===== src/rtl/ga_input_vec_builder.sv =====
// rtl/ga_input_vec_builder.sv - delay-line tap vector builder feeding the GA main FSM
//
// Purpose: shifts incoming samples into an M_MAX-tap delay line.  Once the
// first m_eff taps are filled, it emits one vector-valid pulse per accepted
// sample. The downstream FSM paces the block with i_ga_ready.
//
// Ports:
//   clk, rstn         clock, asynchronous active-low reset
//   cnfg_m            requested filter length; latched when the block leaves IDLE
//   i_ga_enable       level enable; low returns the block to IDLE and clears taps
//   i_x_valid/i_x_data, o_x_ready   upstream sample handshake
//   i_ga_ready        downstream can take a vector
//   o_valid_pls       one-cycle vector-valid pulse
//   o_v_vec_flat_n    taps, tap k at bits [(k+1)*DATA_W-1 : k*DATA_W]; taps >= m_eff read 0
//   o_fill_cnt        number of valid taps
//   o_vec_cnt         emitted-vector counter (wraps)
module ga_input_vec_builder #(
    parameter int DATA_W      = 6,
    parameter int M_MAX       = 32,
    parameter int M_MAX_W     = $clog2(M_MAX + 1),
    parameter int CHROM_MAX_W = DATA_W * M_MAX
) (
    input  logic                   clk,
    input  logic                   rstn,
    input  logic [M_MAX_W-1:0]     cnfg_m,
    input  logic                   i_ga_enable,
    input  logic                   i_x_valid,
    input  logic [DATA_W-1:0]      i_x_data,
    output logic                   o_x_ready,
    input  logic                   i_ga_ready,
    output logic                   o_valid_pls,
    output logic [CHROM_MAX_W-1:0] o_v_vec_flat_n,
    output logic [M_MAX_W-1:0]     o_fill_cnt,
    output logic [15:0]            o_vec_cnt
);

    localparam logic [1:0] S_IDLE = 2'd0;
    localparam logic [1:0] S_FILL = 2'd1;
    localparam logic [1:0] S_PEND = 2'd2;
    localparam logic [1:0] S_RUN  = 2'd3;

    localparam logic [M_MAX_W-1:0] M_ONE     = M_MAX_W'(1);
    localparam logic [M_MAX_W-1:0] M_MAX_VAL = M_MAX_W'(M_MAX);

    logic [1:0]             r_state;
    logic [CHROM_MAX_W-1:0] r_taps;
    logic [M_MAX_W-1:0]     r_m_eff;
    logic [M_MAX_W-1:0]     r_fill_cnt;
    logic [15:0]            r_vec_cnt;
    logic                   r_valid_pls;
    // PEND waits one cycle before sampling i_ga_ready.  This gives a minimum
    // latency of two cycles from the completing transfer to the pulse.
    logic                   r_armed;

    logic                   w_xfer;
    logic [M_MAX_W-1:0]     w_m_clamped;
    logic [M_MAX_W-1:0]     w_fill_inc;
    logic [CHROM_MAX_W-1:0] w_vec;

    // Ready is gated by the enable so that a sample is never acknowledged on
    // the same edge that discards the delay line.
    assign o_x_ready = i_ga_enable & ((r_state == S_FILL) | (r_state == S_RUN));
    assign w_xfer    = i_x_valid & o_x_ready;
    assign w_fill_inc = r_fill_cnt + M_ONE;

    always_comb begin
        w_m_clamped = cnfg_m;
        if (cnfg_m == '0) begin
            w_m_clamped = M_ONE;
        end else if (cnfg_m > M_MAX_VAL) begin
            w_m_clamped = M_MAX_VAL;
        end
    end

    // Taps beyond m_eff still hold shifted history.  They are masked here,
    // not cleared in the delay line.
    always_comb begin
        w_vec = '0;
        for (int k = 0; k < M_MAX; k++) begin
            if (k < int'(r_m_eff)) begin
                w_vec[k*DATA_W +: DATA_W] = r_taps[k*DATA_W +: DATA_W];
            end
        end
    end

    always_ff @(posedge clk or negedge rstn) begin
        if (!rstn) begin
            r_state     <= S_IDLE;
            r_taps      <= '0;
            r_m_eff     <= '0;
            r_fill_cnt  <= '0;
            r_vec_cnt   <= '0;
            r_valid_pls <= 1'b0;
            r_armed     <= 1'b0;
        end else if (!i_ga_enable) begin
            // Disable overrides everything, including a pulse due on this edge.
            r_state     <= S_IDLE;
            r_taps      <= '0;
            r_fill_cnt  <= '0;
            r_valid_pls <= 1'b0;
            r_armed     <= 1'b0;
        end else begin
            r_valid_pls <= 1'b0;
            case (r_state)
                S_IDLE: begin
                    r_m_eff    <= w_m_clamped;
                    r_fill_cnt <= '0;
                    r_armed    <= 1'b0;
                    r_state    <= S_FILL;
                end
                S_FILL: begin
                    if (w_xfer) begin
                        r_taps     <= {r_taps[CHROM_MAX_W-DATA_W-1:0], i_x_data};
                        r_fill_cnt <= w_fill_inc;
                        if (w_fill_inc == r_m_eff) begin
                            r_armed <= 1'b0;
                            r_state <= S_PEND;
                        end
                    end
                end
                S_PEND: begin
                    if (!r_armed) begin
                        r_armed <= 1'b1;
                    end else if (i_ga_ready) begin
                        r_valid_pls <= 1'b1;
                        r_vec_cnt   <= r_vec_cnt + 16'd1;
                        r_state     <= S_RUN;
                    end
                end
                S_RUN: begin
                    if (w_xfer) begin
                        r_taps  <= {r_taps[CHROM_MAX_W-DATA_W-1:0], i_x_data};
                        r_armed <= 1'b0;
                        r_state <= S_PEND;
                    end
                end
                default: begin
                    r_state <= S_IDLE;
                end
            endcase
        end
    end

    assign o_valid_pls    = r_valid_pls;
    assign o_v_vec_flat_n = w_vec;
    assign o_fill_cnt     = r_fill_cnt;
    assign o_vec_cnt      = r_vec_cnt;

endmodule


===== config.mk =====
export PLATFORM = sky130hd
export DESIGN_NAME = ga_input_vec_builder
export DESIGN_NICKNAME = d
export VERILOG_FILES = /design/src/rtl/ga_input_vec_builder.sv
export SDC_FILE = /design/constraint.sdc
export NUM_CORES = 1
export LEC_CHECK = 0
export CORE_MARGIN = 5
export CORE_UTILIZATION = 30
export CTS_CLUSTER_SIZE = 28
export DETAILED_ROUTE_END_ITERATION = 8
export DONT_BUFFER_PORTS = 1
export PLACE_DENSITY = 0.4
export SYNTH_ARGS = -nofsm -noshare
export SYNTH_HDL_FRONTEND = slang
export SYNTH_SLANG_ARGS = --single-unit

===== constraint.sdc =====
create_clock -name clk -period 3.5 [get_ports clk]
set_input_delay 0.7 -clock clk [delete_from_list [all_inputs] [get_ports clk]]
set_output_delay 0.7 -clock clk [all_outputs]
set_load 0.1 [all_outputs]

==> results of run 1 <==
==> worst register-to-register path, cell delays in order (launching register included) <==
cell     delay (ns)
dfrtp_1        0.63
nand4_1        0.23
or4_1          0.70
nor2_2         0.17
nand3_1        0.11
xnor2_1        0.19
==> path summary, 6_finish.rpt <==
path / slack [ns] / start / cells after the start / endpoint
setup / recovery: 0.28 / r_m_eff[2]$_DFFE_PN0P_ / 7 / o_v_vec_flat_n[27]
hold / removal: -0.13 / rstn / 0 / o_vec_cnt[11]$_DFFE_PN0P_
setup reg to reg: 1.34 / r_state[1]$_DFFE_PN0P_ / 5 / o_vec_cnt[13]$_DFFE_PN0P_
hold reg to reg: 0.50 / r_taps[189]$_DFFE_PN0P_ / 1 / r_taps[189]$_DFFE_PN0P_
max in group asynchronous: 3.32 / rstn / 0 / r_taps[99]$_DFFE_PN0P_
min in group clk: 0.27 / cnfg_m[5] / 1 / r_m_eff[0]$_DFFE_PN0P_
==> Yosys cell counts <==
cell type and count:
xor2_1 6, nor2b_1 115, and2_1 86, or4_1 1, o211ai_1 2, nor2_2 1, inv_1 5, a21boi_0 2
a22oi_1 5, or3_1 3, mux2_2 3, or4b_1 1, a211oi_1 1, or2_2 2, nand3b_1 2, a31oi_1 6
nand2b_1 7, a211oi_2 1, xnor2_1 17, nor3_1 6, nor4_1 1, ha_1 2, buf_1 1, a22o_1 194
o21ai_0 12, a21oi_1 14, and3_1 1, nand4_1 5, nor2_1 16, dfrtp_1 224, clkbuf_1 43, a21o_1 3
nand2_1 26, nand3_1 12, buf_2 20, nor4_2 1, and4_1 2, o31ai_1 2
==> logic make-up after synthesis <==
family,after synthesis
fa+ha+maj,2
compound gates,242
buf+inv,69
mux,3
xor+xnor,23
simple gates,288
flops,224
==> power groups by stage <==
| stage | sequential, mW | combinational (mW) | clock, mW |
|---|---|---|---|
| floorplan | 2.67 | 0.331 | 0 |
| global placement | 2.69 | 0.567 | 0 |
| detailed placement | 2.69 | 0.571 | 0 |
| CTS | 2.64 | 0.573 | 2.91 |
| finish | 2.64 | 0.557 | 2.81 |
| global route | 2.65 | 0.615 | 3.01 |
==> area by class of cell <==
cell class / count / share of cell area (%)
sequential: 224 / 40.6
multi-input combinational: 558 / 30.6
timing repair buffer: 229 / 18.1
clock buffer: 40 / 5.75
tap: 442 / 4.00
clock inverter: 9 / 0.761
inverter: 5 / 0.136
antenna: 1 / 0.0181
==> per-layer routing <==
metal / GRT usage (%) / part of all wire [%] / vias to the layer above
met2: 25.7 / 47 / 207
met1: 21.0 / 43 / 3807
met4: 4.14 / 2.4 / 0
met5: 0 / 0 / -
met3: 3.74 / 7.1 / 43
li1: - / - / 3452
==> flip-flops by register name (all words and copies together) (netlist names) <==
signal,flops
r_state,2
r_armed,1
r_taps,192
o_vec_cnt,16
o_fill_cnt,6
o_valid_pls,1
r_m_eff,6
==> per-stage QoR <==
stage	instances	util [%]	instance area, µm²	power [mW]	setup slack, ns
floorplan	851	-	9830	3.00	0.333
global placement	1458	39.8	12900	3.25	0.757
detailed placement	1458	39.8	12900	3.26	0.699
CTS	1507	42.6	13800	6.13	0.102
global route	1507	42.6	13800	6.28	0.0126
finish	1508	42.6	13800	6.02	0.276
==> what timing repair did <==
action	in CTS	in global routing
setup endpoints to repair	0	6
gates resized for setup	0	1
hold endpoints to repair	224	224
==> impl_metrics.py, run 1 <==
metrics = {
    "worst_setup_path": {
        "critical_path_buf_inv_count": 3,
        "crit_family": "flip-flops",
        "cp_cell_sequence": "nor2_1, inv_1, nor2_1, buf_4, a21oi_1, and2_1, buf_12",
        "setup.worst_path.class": "flop to primary output",
        "critPathMaxStageDelay_ns": 0.69,
        "cpMostUsedCell": "nor2_1",
        "arrival_ns": 2.52,
        "cp-start-kind": "flop",
        "crit_path_end_kind": "primary output",
        "crit_fanout": 18,
        "cp.required_ns": 2.80,
        "cp_slowest_cell": "dfrtp_1",
    },
    "yosys": {
        "synth-seq-cells": 224,
        "yosys_warnings": 0,
        "netlist_area_mm2": 0.00983,
        "yosysUniqueCellTypes": 38,
        "synth_compound_area_share_pct": 20.3,
        "yosys.area_share.simple_pct": 17.2,
        "seq_area_frac_synth_pct": 57.0,
        "synthAdderAreaFrac_pct": 0.254,
        "synthMuxAreaShare_pct": 0.344,
        "synth_area_leaders": "dfrtp_1 (57%), a22o_1 (17%), nor2b_1 (7.3%)",
        "synth_top_area_share_pct": 57.0,
        "avgSynthCellArea_um2": 11.6,
        "synthXorXnorAreaFrac_pct": 2.05,
        "syn-num-nets": 870,
        "yosys.area.top_type": "dfrtp_1",
        "synth_top_family_by_area": "compound AO/OA/AOI/OAI gates",
        "synthCells": 851,
    },
    "clocking": {
        "clkSinkCount": 224,
        "path_clk_slew_ns": 0.06,
        "numCtsBuffers": 27,
        "cts_max_level": 1,
        "cts_root_buf": "clkbuf_16",
        "postCtsSetupBuffers": 0,
        "cts_tree": "done",
        "cts.path.max_buffers": 3,
        "clock_latency_ns": 0.53,
    },
    "outcome": {
        "status": "finished with violations",
        "violations": "hold timing",
    },
    "sta": {
        "relSlewSlack_pct": 32.7,
        "finalSetupTns_ns": 0,
        "finalClockSkew_ns": 0.00895,
        "holdWs_ns": -0.135,
        "slew_viol_final": 0,
        "setup_viol": 0,
        "hold_viol": 224,
        "period_minus_slack_ns": 3.22,
        "fmax_ghz": 0.310,
        "period_share_pct": 92.1,
        "rsz0062_at_grt": "no",
        "worst_pin_slew_ns": 1.01,
    },
    "finish": {
        "nNetsFinal": 1064,
        "drive_gt1_share_pct": 36.7,
        "final_common_cell": "dfrtp_1",
        "layout.area.seq_mm2": 0.00561,
        "fillers": 3062,
        "syn2layout_area_growth_pct": 40.5,
        "multi_input_area_mm2": 0.00423,
        "final_cell_mix": "dfrtp_1 (223), a22o_1 (194), buf_4 (166), nor2b_2 (108), and2_1 (86)",
    },
    "routing": {
        "drc": 0,
        "drt_iter0_drc": 503,
        "dr.pass1.iters": 5,
        "routedWlPerCell_um": 19.6,
        "vias": 7509,
        "drt_wl_total_mm": 29.5,
        "ant_nets": 0,
        "via_per_inst": 4.98,
    },
    "pwr": {
        "p_leak_nw": 6.47,
        "clkPwrFrac_pct": 46.8,
        "power_density_mw_per_mm2": 435,
        "p_int_mw": 4.47,
        "power_frac_comb_pct": 9.3,
        "peakVddDrop_mv": 0.304,
        "switching_power_mw": 1.55,
        "switching_share_pct": 25.7,
        "pwr-share-seq_pct": 44.0,
    },
    "floorplanning": {
        "fp.dieArea_mm2": 0.0365,
        "die-height_um": 191,
        "start_util_pct": 30.3,
        "core_area_mm2": 0.0325,
        "num_rows": 66,
        "io_pins": 233,
        "dieWidth_um": 191,
    },
    "global_route": {
        "antenna_found_initial": 0,
        "grt_pass1_wl_mm": 46.3,
        "grt_pass1_vias": 7923,
        "grt_max_degree": 225,
        "track_usage_pct": 15.7,
        "grt-ovfl-total": 0,
    },
    "placement": {
        "portBuffers": 0,
        "gp_congestion": 0.782,
        "dp_hpwl_mm": 20.4,
    },
    "hold_path": {
        "min-delay-path-class": "input pin to asynchronous set/reset pin",
    },
    "run": {
        "cap_viol_max_count": 0,
    },
}
(Power assumes the default switching activity.)
==> inputs of run 2 (changes only) <==
Settings changed: MAX_ROUTING_LAYER from default to met4, PLACE_DENSITY 0.4 to default.
==> impl_metrics.py, run 2 (same netlist as run 1, synthesis figures left out) <==
metrics = {
    "sta": {
        "period_minus_slack_ns": 3.26,
        "finalClockSkew_ns": 0.0118,
        "hold_viol": 224,
        "relSlewSlack_pct": 33.5,
        "worst_pin_slew_ns": 0.998,
        "holdWs_ns": -0.115,
        "finalSetupTns_ns": 0,
        "rsz0062_at_grt": "no",
        "setup_viol": 0,
        "slew_viol_final": 0,
        "period_share_pct": 93.0,
        "fmax_ghz": 0.307,
    },
    "worst_setup_path": {
        "setup.worst_path.class": "flop to primary output",
        "cp.required_ns": 2.80,
        "cp-start-kind": "flop",
        "arrival_ns": 2.56,
        "reg2reg_depth": 5,
        "crit_family": "flip-flops",
        "reg2reg_slack_ns": 1.36,
        "critPathMaxStageDelay_ns": 0.77,
        "cp_slowest_cell": "dfrtp_1",
        "timing.rr.end": "o_vec_cnt[13]$_DFFE_PN0P_",
        "crit_fanout": 20,
        "r2r-start": "r_state[1]$_DFFE_PN0P_",
        "critical_path_buf_inv_count": 1,
        "crit_path_end_kind": "primary output",
        "cp_cell_sequence": "a31oi_2, nor2_1, and2_1, buf_4",
    },
    "finish": {
        "syn2layout_area_growth_pct": 35.7,
        "final_cell_mix": "dfrtp_1 (224), a22o_1 (194), buf_4 (193), nor2b_2 (108), and2_1 (86)",
        "largest_reg_flops": 192,
        "largest_register": "r_taps",
        "final_common_cell": "dfrtp_1",
        "drive_gt1_share_pct": 36.2,
        "diodes": 0,
        "nNetsFinal": 1060,
    },
    "routing": {
        "routedWlPerCell_um": 18.9,
        "drt_iter0_drc": 455,
        "drt_wl_total_mm": 28.3,
        "via_per_inst": 4.95,
        "drc": 0,
        "dr.pass1.iters": 7,
        "ant_nets": 0,
        "vias": 7405,
    },
    "floorplanning": {
        "num_rows": 66,
        "core_area_mm2": 0.0325,
        "start_util_pct": 30.3,
        "dieWidth_um": 191,
        "die-height_um": 191,
        "fp.dieArea_mm2": 0.0365,
        "io_pins": 233,
    },
    "placement": {
        "gp_congestion": 0.828,
        "portBuffers": 0,
        "dp_hpwl_mm": 19.4,
    },
    "clocking": {
        "path_clk_slew_ns": 0.06,
        "clkSinkCount": 224,
        "postCtsSetupBuffers": 0,
        "cts.path.max_buffers": 3,
        "clock_latency_ns": 0.52,
        "numCtsBuffers": 26,
        "cts_root_buf": "clkbuf_16",
        "cts_tree": "done",
        "cts_max_level": 1,
    },
    "pwr": {
        "total_power_mw": 5.81,
        "power_density_mw_per_mm2": 436,
        "peakVddDrop_mv": 0.309,
        "p_leak_nw": 6.33,
    },
    "run": {
        "cap_viol_max_count": 0,
    },
    "hold_path": {
        "min-delay-path-class": "input pin to asynchronous set/reset pin",
    },
    "global_route": {
        "antenna_found_initial": 0,
        "grt-ovfl-total": 0,
        "track_usage_pct": 15.5,
        "grt_max_degree": 225,
        "grt_pass1_vias": 7653,
        "grt_pass1_wl_mm": 44.2,
    },
    "outcome": {
        "status": "finished with violations",
        "violations": "hold timing",
    },
}
-- run 2: worst max-delay path by stage --
stage | from | endpoint | slack [ns] | depth (start not counted)
final | r_m_eff[3]$_DFFE_PN0P_ | o_v_vec_flat_n[171] | 0.24 | 4
after floorplan | r_m_eff[3]$_DFFE_PN0P_ | o_v_vec_flat_n[144] | 0.33 | 4
after global placement | r_m_eff[3]$_DFFE_PN0P_ | o_v_vec_flat_n[72] | 0.62 | 4
after CTS | r_m_eff[2]$_DFFE_PN0P_ | o_v_vec_flat_n[171] | 0.009 | 4
after detailed placement | r_m_eff[2]$_DFFE_PN0P_ | o_v_vec_flat_n[171] | 0.57 | 4
after global routing | r_m_eff[3]$_DFFE_PN0P_ | o_v_vec_flat_n[74] | 0.05 | 4
-- run 2: routing by layer --
| layer | vias up | share of wire, % | GRT usage (%) |
|---|---|---|---|
| met2 | 241 | 46 | 23.2 |
| met3 | 26 | 7.4 | 4.24 |
| met4 | 0 | 1.5 | 2.62 |
| met5 | - | 0 | - |
| li1 | 3433 | - | - |
| met1 | 3705 | 45 | 21.5 |
-- run 2: repair_timing --
item	CTS	global route
gates resized for setup	0	6
hold endpoints to repair	224	224
endpoints found under the setup margin	0	37
-- run 2: layout make-up --
type	instances	area, µm²
Clock buffer	37	733
Clock inverter	5	75.1
Fill cell	3077	19100
Inverter	5	18.8
Multi-Input combinational cell	558	4250
Sequential cell	224	5610
Tap cell	442	553
Timing Repair Buffer	226	2110
-- run 2: stage by stage --
step	hold WS (ns)	worst slack [ns]	cells	cell area, µm²	utilization, %
floorplan	0.404	0.333	851	9830	-
global placement	0.422	0.623	1455	12500	38.6
detailed placement	0.422	0.574	1455	12500	38.6
CTS	-0.140	0.00914	1497	13300	41.1
global route	-0.141	0.0477	1497	13300	41.1
finish	-0.115	0.244	1497	13300	41.1
-- run 2: power breakdown --
part	internal (mW)	leakage [nW]	switching, mW
clock network	1.58	0.397	1.02
registers	2.61	3.12	0.0449
logic	0.140	2.82	0.422
==> inputs of run 3 (changes only) <==
Settings changed: GPL_ROUTABILITY_DRIVEN from default to 0, RECOVER_POWER from default to 100.
==> impl_metrics.py, run 3 (same netlist as run 1, synthesis figures left out) <==
metrics = {
    "sta": {
        "rsz0062_at_grt": "no",
        "fmax_ghz": 0.305,
        "setup_viol": 0,
        "period_share_pct": 93.7,
        "worst_pin_slew_ns": 2.31,
        "finalSetupTns_ns": 0,
        "hold_viol": 224,
        "holdWs_ns": -0.116,
        "relSlewSlack_pct": -53.8,
        "finalClockSkew_ns": 0.0127,
        "slew_viol_final": 194,
        "period_minus_slack_ns": 3.28,
    },
    "pwr": {
        "total_power_mw": 5.79,
        "power_density_mw_per_mm2": 448,
        "peakVddDrop_mv": 0.308,
        "p_leak_nw": 6.10,
    },
    "floorplanning": {
        "start_util_pct": 30.3,
        "core_area_mm2": 0.0325,
        "num_rows": 66,
        "io_pins": 233,
        "fp.dieArea_mm2": 0.0365,
        "die-height_um": 191,
        "dieWidth_um": 191,
    },
    "finish": {
        "final_common_cell": "dfrtp_1",
        "largest_reg_flops": 192,
        "largest_register": "r_taps",
        "diodes": 0,
        "drive_gt1_share_pct": 33.2,
        "final_cell_mix": "dfrtp_1 (224), a22o_1 (194), nor2b_2 (106), clkbuf_2 (64), clkbuf_4 (63)",
        "nNetsFinal": 1060,
        "final_core_util_pct": 39.9,
        "syn2layout_area_growth_pct": 31.6,
    },
    "worst_setup_path": {
        "crit_path_end_kind": "primary output",
        "reg2reg_slack_ns": 0.36,
        "arrival_ns": 2.58,
        "setup.worst_path.class": "flop to primary output",
        "timing.rr.end": "r_taps[87]$_DFFE_PN0P_",
        "r2r-start": "r_state[0]$_DFFE_PN0P_",
        "reg2reg_depth": 3,
        "cp-start-kind": "flop",
        "cp.required_ns": 2.80,
        "startpoint": "r_m_eff[5]$_DFFE_PN0P_",
        "crit_fanout": 14,
        "crit_end": "o_v_vec_flat_n[31]",
    },
    "hold_path": {
        "min-delay-path-class": "input pin to asynchronous set/reset pin",
    },
    "outcome": {
        "status": "finished with violations",
        "violations": "hold timing, capacitance limit, slew limit",
    },
    "routing": {
        "dr.pass1.iters": 7,
        "drc": 0,
        "drt_wl_total_mm": 28.3,
        "drt_iter0_drc": 446,
        "vias": 7404,
        "via_per_inst": 4.95,
        "ant_nets": 0,
        "routedWlPerCell_um": 18.9,
    },
    "clocking": {
        "cts_max_level": 1,
        "postCtsSetupBuffers": 0,
        "numCtsBuffers": 26,
        "clkSinkCount": 224,
        "cts_root_buf": "clkbuf_16",
        "cts.path.max_buffers": 3,
        "clock_latency_ns": 0.52,
        "path_clk_slew_ns": 0.06,
        "cts_tree": "done",
    },
    "global_route": {
        "antenna_found_initial": 0,
        "grt_pass1_vias": 7653,
        "grt_max_degree": 225,
        "track_usage_pct": 15.5,
        "grt_pass1_wl_mm": 44.2,
        "grt-ovfl-total": 0,
    },
    "placement": {
        "portBuffers": 0,
        "dp_hpwl_mm": 19.4,
    },
    "run": {
        "cap_viol_max_count": 2,
    },
}
[run 3: cell types whose count changed in the layout (fill, tap and decap cells not counted), moves of 2 or more]
cell	previous run	this run
buf_12	33	29
nor2b_1	7	9
nor2b_2	108	106
and2_0	0	26
clkbuf_1	8	33
buf_4	193	19
and2_1	86	60
clkbuf_2	0	64
clkbuf_4	0	63
buf_2	0	26
[run 3: through the flow]
stage | setup WS [ns] | cells | instance area, µm²
floorplan | 0.333 | 851 | 9830
global placement | 0.623 | 1455 | 12500
detailed placement | 0.574 | 1455 | 12500
CTS | 0.00914 | 1497 | 13300
global route | 0.0303 | 1497 | 12900
finish | 0.220 | 1497 | 12900
[run 3: timing repair]
| action | in CTS | in global routing |
|---|---|---|
| endpoints found under the hold margin | 224 | 224 |
| setup endpoints to repair | 0 | 37 |
| resized for setup | 0 | 6 |
[run 3: metal layers]
layer	share of wire, %	vias up	track usage [%]
met5	0	-	-
met4	1.5	0	2.62
met3	7.4	26	4.24
met2	46	218	23.2
met1	45	3727	21.5
li1	-	3433	-
[run 3: how the worst min path moves through the flow]
stage / start / end / slack (ns) / cells after the start
floorplan: rstn / o_fill_cnt[0]$_DFFE_PN0P_ / 0.40 / 0
global placement: rstn / r_taps[2]$_DFFE_PN0P_ / 0.42 / 0
detailed placement: rstn / r_taps[2]$_DFFE_PN0P_ / 0.42 / 0
CTS: rstn / r_taps[2]$_DFFE_PN0P_ / -0.14 / 0
global route: rstn / r_taps[94]$_DFFE_PN0P_ / -0.14 / 0
finish: rstn / r_taps[85]$_DFFE_PN0P_ / -0.12 / 0
[run 3: where the power goes]
| part | total, mW | switching (mW) | internal, mW |
|---|---|---|---|
| logic | 0.540 | 0.420 | 0.120 |
| registers | 2.65 | 0.0444 | 2.61 |
| clock network | 2.60 | 1.02 | 1.58 |
[run 3: cell type report]
| type | count | area, µm² |
|---|---|---|
| fillers | 3163 | 19500 |
| flip-flops and latches | 224 | 5610 |
| multi-input cells | 558 | 4220 |
| repair buffers | 226 | 1740 |
| clock buffers | 37 | 733 |
| well taps | 442 | 553 |
| clock inverters | 5 | 75.1 |
| inverters | 5 | 18.8 |
[run 3: critical path, stage by stage, from the launching register on]
cell and delay [ns]:
dfrtp_1 0.51, or2_2 0.49, a211oi_1 0.44, clkbuf_2 0.29
nor2b_2 0.05, clkbuf_4 0.28
==> variant 1, RTL diff (flow settings as in run 2) <==
`M_MAX`: 32 -> 64.
--- a/src/rtl/ga_input_vec_builder.sv
+++ b/src/rtl/ga_input_vec_builder.sv
@@ -16,7 +16,7 @@
 //   o_vec_cnt         emitted-vector counter (wraps)
 module ga_input_vec_builder #(
     parameter int DATA_W      = 6,
-    parameter int M_MAX       = 32,
+    parameter int M_MAX       = 64,
     parameter int M_MAX_W     = $clog2(M_MAX + 1),
     parameter int CHROM_MAX_W = DATA_W * M_MAX
 ) (
Interface: changed (resized cnfg_m, o_fill_cnt and o_v_vec_flat_n); port bits go from 233 to 427. No check against the original RTL was run, so the function may have changed too.
==> variant 1 against run 2 <==
The run ends with hold timing, slew limit left; register-to-register slack got worse by 0.12 ns; clock skew is 0.0098 ns higher; clock power rose by 100%; first-iteration DRC count grew 60%; power rose by 110%; synthesized area is 87% higher; worst hold slack worse by 0.040 ns; critical endpoint is now o_v_vec_flat_n[281]; routed wire length rose by 120%; sequential cell count up 194; final area increased by 110%; worst setup slack worse by 0.19 ns.
==> variant 1: results (changes against run 2) <==
root buf cell clkbuf_16; P_leak 12.6 nW (+100%); CTS buffer count 47 (+81%); worst hold slack -0.155 ns (-0.0399 ns); clock insertion delay at the later pin of the skew report 0.57 ns (+0.05 ns); vias in the first global route 14500 (+89%); GP Congestion 0.827 (about the same); cts repair resizes 6 (+6); synth cell count leaders dfrtp_1 (418), a22o_1 (384), and2_1 (264), nor2b_1 (135), buf_2 (85); status finished, violations left; share of layout cells above drive strength 1 35.4% (-0.78 points); power per cell area 434 nW/µm² (-0.40%); GRT met2 Usage 29.9% (+6.7 points); Avg Cell Area, Syn 11.9 µm² (+3.2%); Met3 Routed Length 4430 µm (+110%); mux share of post-synthesis cell area 0.307% (-0.037 points); uppermost layer routed met4; drt wl/cell 22.5 µm (+19%); pin count of the biggest net entering global routing 419 (+86%); failing checks hold timing, slew limit; adder-cell share of the synthesized area 0.136% (-0.12 points); worst-path maximum fanout 10 (-50%); met1 wire length 25200 µm (+99%); total wire length 61300 µm (+120%); Slew HR -4.11% (-38 points); nets 1928 (+82%); Crit. Startpoint r_m_eff[5]; clock skew 0.0216 ns (+0.00980 ns); Hold Crit Class in2async; initial antenna violation count 1 (+1); first-pass GRT wire length 93400 µm (+110%); Critical R2R Launch o_vec_cnt[1]; metal2 WL 30300 µm (+130%); placed cell count 2641 (+82%); drt initial violations 726 (+60%); H-tree depth 2 (+1); VDD IR max 0.307 mV (-0.39%); max reg flops 384 (+100%); Syn Nets 1559 (+79%); postcts setup bufs 0 (unchanged); DR vias/cell 5.11 (+3.4%); GR Util met1 22.7% (+1.1 points); DR DRC count 0 (unchanged); pre-CTS setup slack 0.527 ns (-0.0473 ns); placed inst area 26200 µm² (+110%); Global Route met3 Usage 5.48% (+1.2 points); internal power 0.00853 W (+97%); area fraction in compound gates after synthesis 21.1% (+0.89 points); sequential area share after synthesis 57.0% (about the same); Yosys cell types 51 (+34%); final max-slew violation count 72 (+72); largest cells by area after synthesis dfrtp_1 (57%), a22o_1 (18%), and2_1 (9.0%); Most flops, register r_taps; Post-DP HPWL 45300 µm (+130%); All-Layer GR Usage 18.4% (+2.9 points); Comb power frac 15.8% (+6.1 points); XOR/XNOR Fraction of Synth Area 1.14% (-0.90 points); Hold Fails Final Rpt 200 (-11%); Clk. pwr 0.00526 W (+100%); Initial DRT Pass Iterations 4 (-3)
## variant 1: cell type report
cell class | count | area, µm²
Fill cell | 5305 | 32600
Sequential cell | 418 | 10500
Multi-Input combinational cell | 1001 | 7630
Timing Repair Buffer | 433 | 7120
Clock buffer | 70 | 1440
Tap cell | 782 | 978
Clock inverter | 16 | 240
Inverter | 7 | 26.3
Antenna cell | 2 | 5.00
## variant 1: final timing paths
check / to / slack [ns] / depth (start not counted)
setup reg to reg: o_vec_cnt[14] / 1.24 / 6
max in group asynchronous: r_m_eff[3] / 2.29 / 0
hold reg to reg: r_taps[378] / 0.50 / 1
min in group clk: r_m_eff[0] / 0.23 / 1
hold / removal: r_taps[380] / -0.16 / 0
setup / recovery: o_v_vec_flat_n[281] / 0.06 / 5
## variant 1: critical path, cell delays in order, from the launching register on
cell and delay [ns]:
dfrtp_1 0.43, or2_1 0.48, nand2_1 0.24, o21ai_1 0.55, and2_1 0.27, buf_12 0.19
==> variant 2, RTL diff (settings of run 2) <==
Without the edit above. Put one more register stage on the output `o_fill_cnt`, cleared by the reset. The value now appears one clock later. The other outputs are not delayed to match.
--- a/src/rtl/ga_input_vec_builder.sv
+++ b/src/rtl/ga_input_vec_builder.sv
@@ -143,7 +143,13 @@
 
     assign o_valid_pls    = r_valid_pls;
     assign o_v_vec_flat_n = w_vec;
-    assign o_fill_cnt     = r_fill_cnt;
+    always_ff @(posedge clk or negedge rstn) begin
+        if (!rstn) begin
+            o_fill_cnt <= '0;
+        end else begin
+            o_fill_cnt <= r_fill_cnt;
+        end
+    end
     assign o_vec_cnt      = r_vec_cnt;
 
 endmodule
Check against the original RTL: not equivalent (a bounded check fails within 4 cycles, from zero or initial values and one cycle with rstn low).
==> variant 2 against run 2 <==
The flow still finishes with violations (hold timing); count of clock-buffer cells in the layout decreased by 3; power is 4.7% higher; routed wire length grew 4.2%; sequential cell count grew 6; final area is 4.3% higher; worst setup slack worse by 0.060 ns; synthesized area rose by 2.3%; sequential share of layout area decreased by 0.64 points; sequential power increased by 3%.
==> variant 2: results (changes against run 2) <==
nets 1059 (-0.094%); failing checks hold timing; CP max stage delay 0.54 ns (-0.23 ns); pre-CTS setup slack 0.568 ns (-0.00589 ns); sequential area share after synthesis 57.2% (+0.22 points); status finished, violations left; placed inst area 13000 µm² (+4.0%); Worst Path Arrival 2.62 ns (+0.06 ns); XOR/XNOR Fraction of Synth Area 1.99% (-0.058 points); Global Route met3 Usage 3.93% (-0.31 points); internal power 0.00448 W (+3.5%); Initial DRT Pass Iterations 4 (-3); clock skew 0.00707 ns (-0.00475 ns); via count 7467 (+0.84%); total wire length 29500 µm (+4.2%); worst-path maximum fanout 15 (-25%); All-Layer GR Usage 15.7% (+0.18 points); P_leak 6.58 nW (+3.8%); worst hold slack -0.131 ns (-0.0157 ns); vias in the first global route 7684 (+0.41%); GRT met2 Usage 25.2% (+2.0 points); pin count of the biggest net entering global routing 231 (+2.7%); Slew HR 33.0% (-0.54 points); Hold Fails Final Rpt 230 (+2.7%); synth cell count leaders dfrtp_1 (230), a22o_1 (192), nor2b_1 (124), and2_1 (77), buf_2 (33); CTS buffer count 27 (+3.8%)
==> variant 2: what timing repair did <==
action                                  4_1_cts  5_1_grt
gates resized for setup                       1        0
hold endpoints to repair                    230      230
endpoints found under the setup margin        4        0
==> variant 2: layout make-up <==
class / count / area [µm²] / share of cell area [%]
clock inverters: 16 / 146 / 1.05
multi-input cells: 553 / 4320 / 31.0
flip-flops and latches: 230 / 5760 / 41.4
clock buffers: 34 / 752 / 5.40
repair buffers: 224 / 2370 / 17.0
well taps: 448 / 561 / 4.03
inverters: 4 / 15.0 / 0.108
==> variant 2: path summary, 6_finish.rpt <==
check	start	endpoint	slack [ns]	cells after the start
setup / recovery	r_m_eff[2]	o_v_vec_flat_n[106]	0.18	6
hold / removal	rstn	r_taps[113]	-0.13	0
setup reg to reg	o_vec_cnt[1]	o_vec_cnt[13]	1.31	5
hold reg to reg	r_fill_cnt[5]	o_fill_cnt[5]	0.49	0
max in group asynchronous	rstn	o_vec_cnt[10]	3.26	0
min in group clk	cnfg_m[5]	r_m_eff[0]	0.27	1
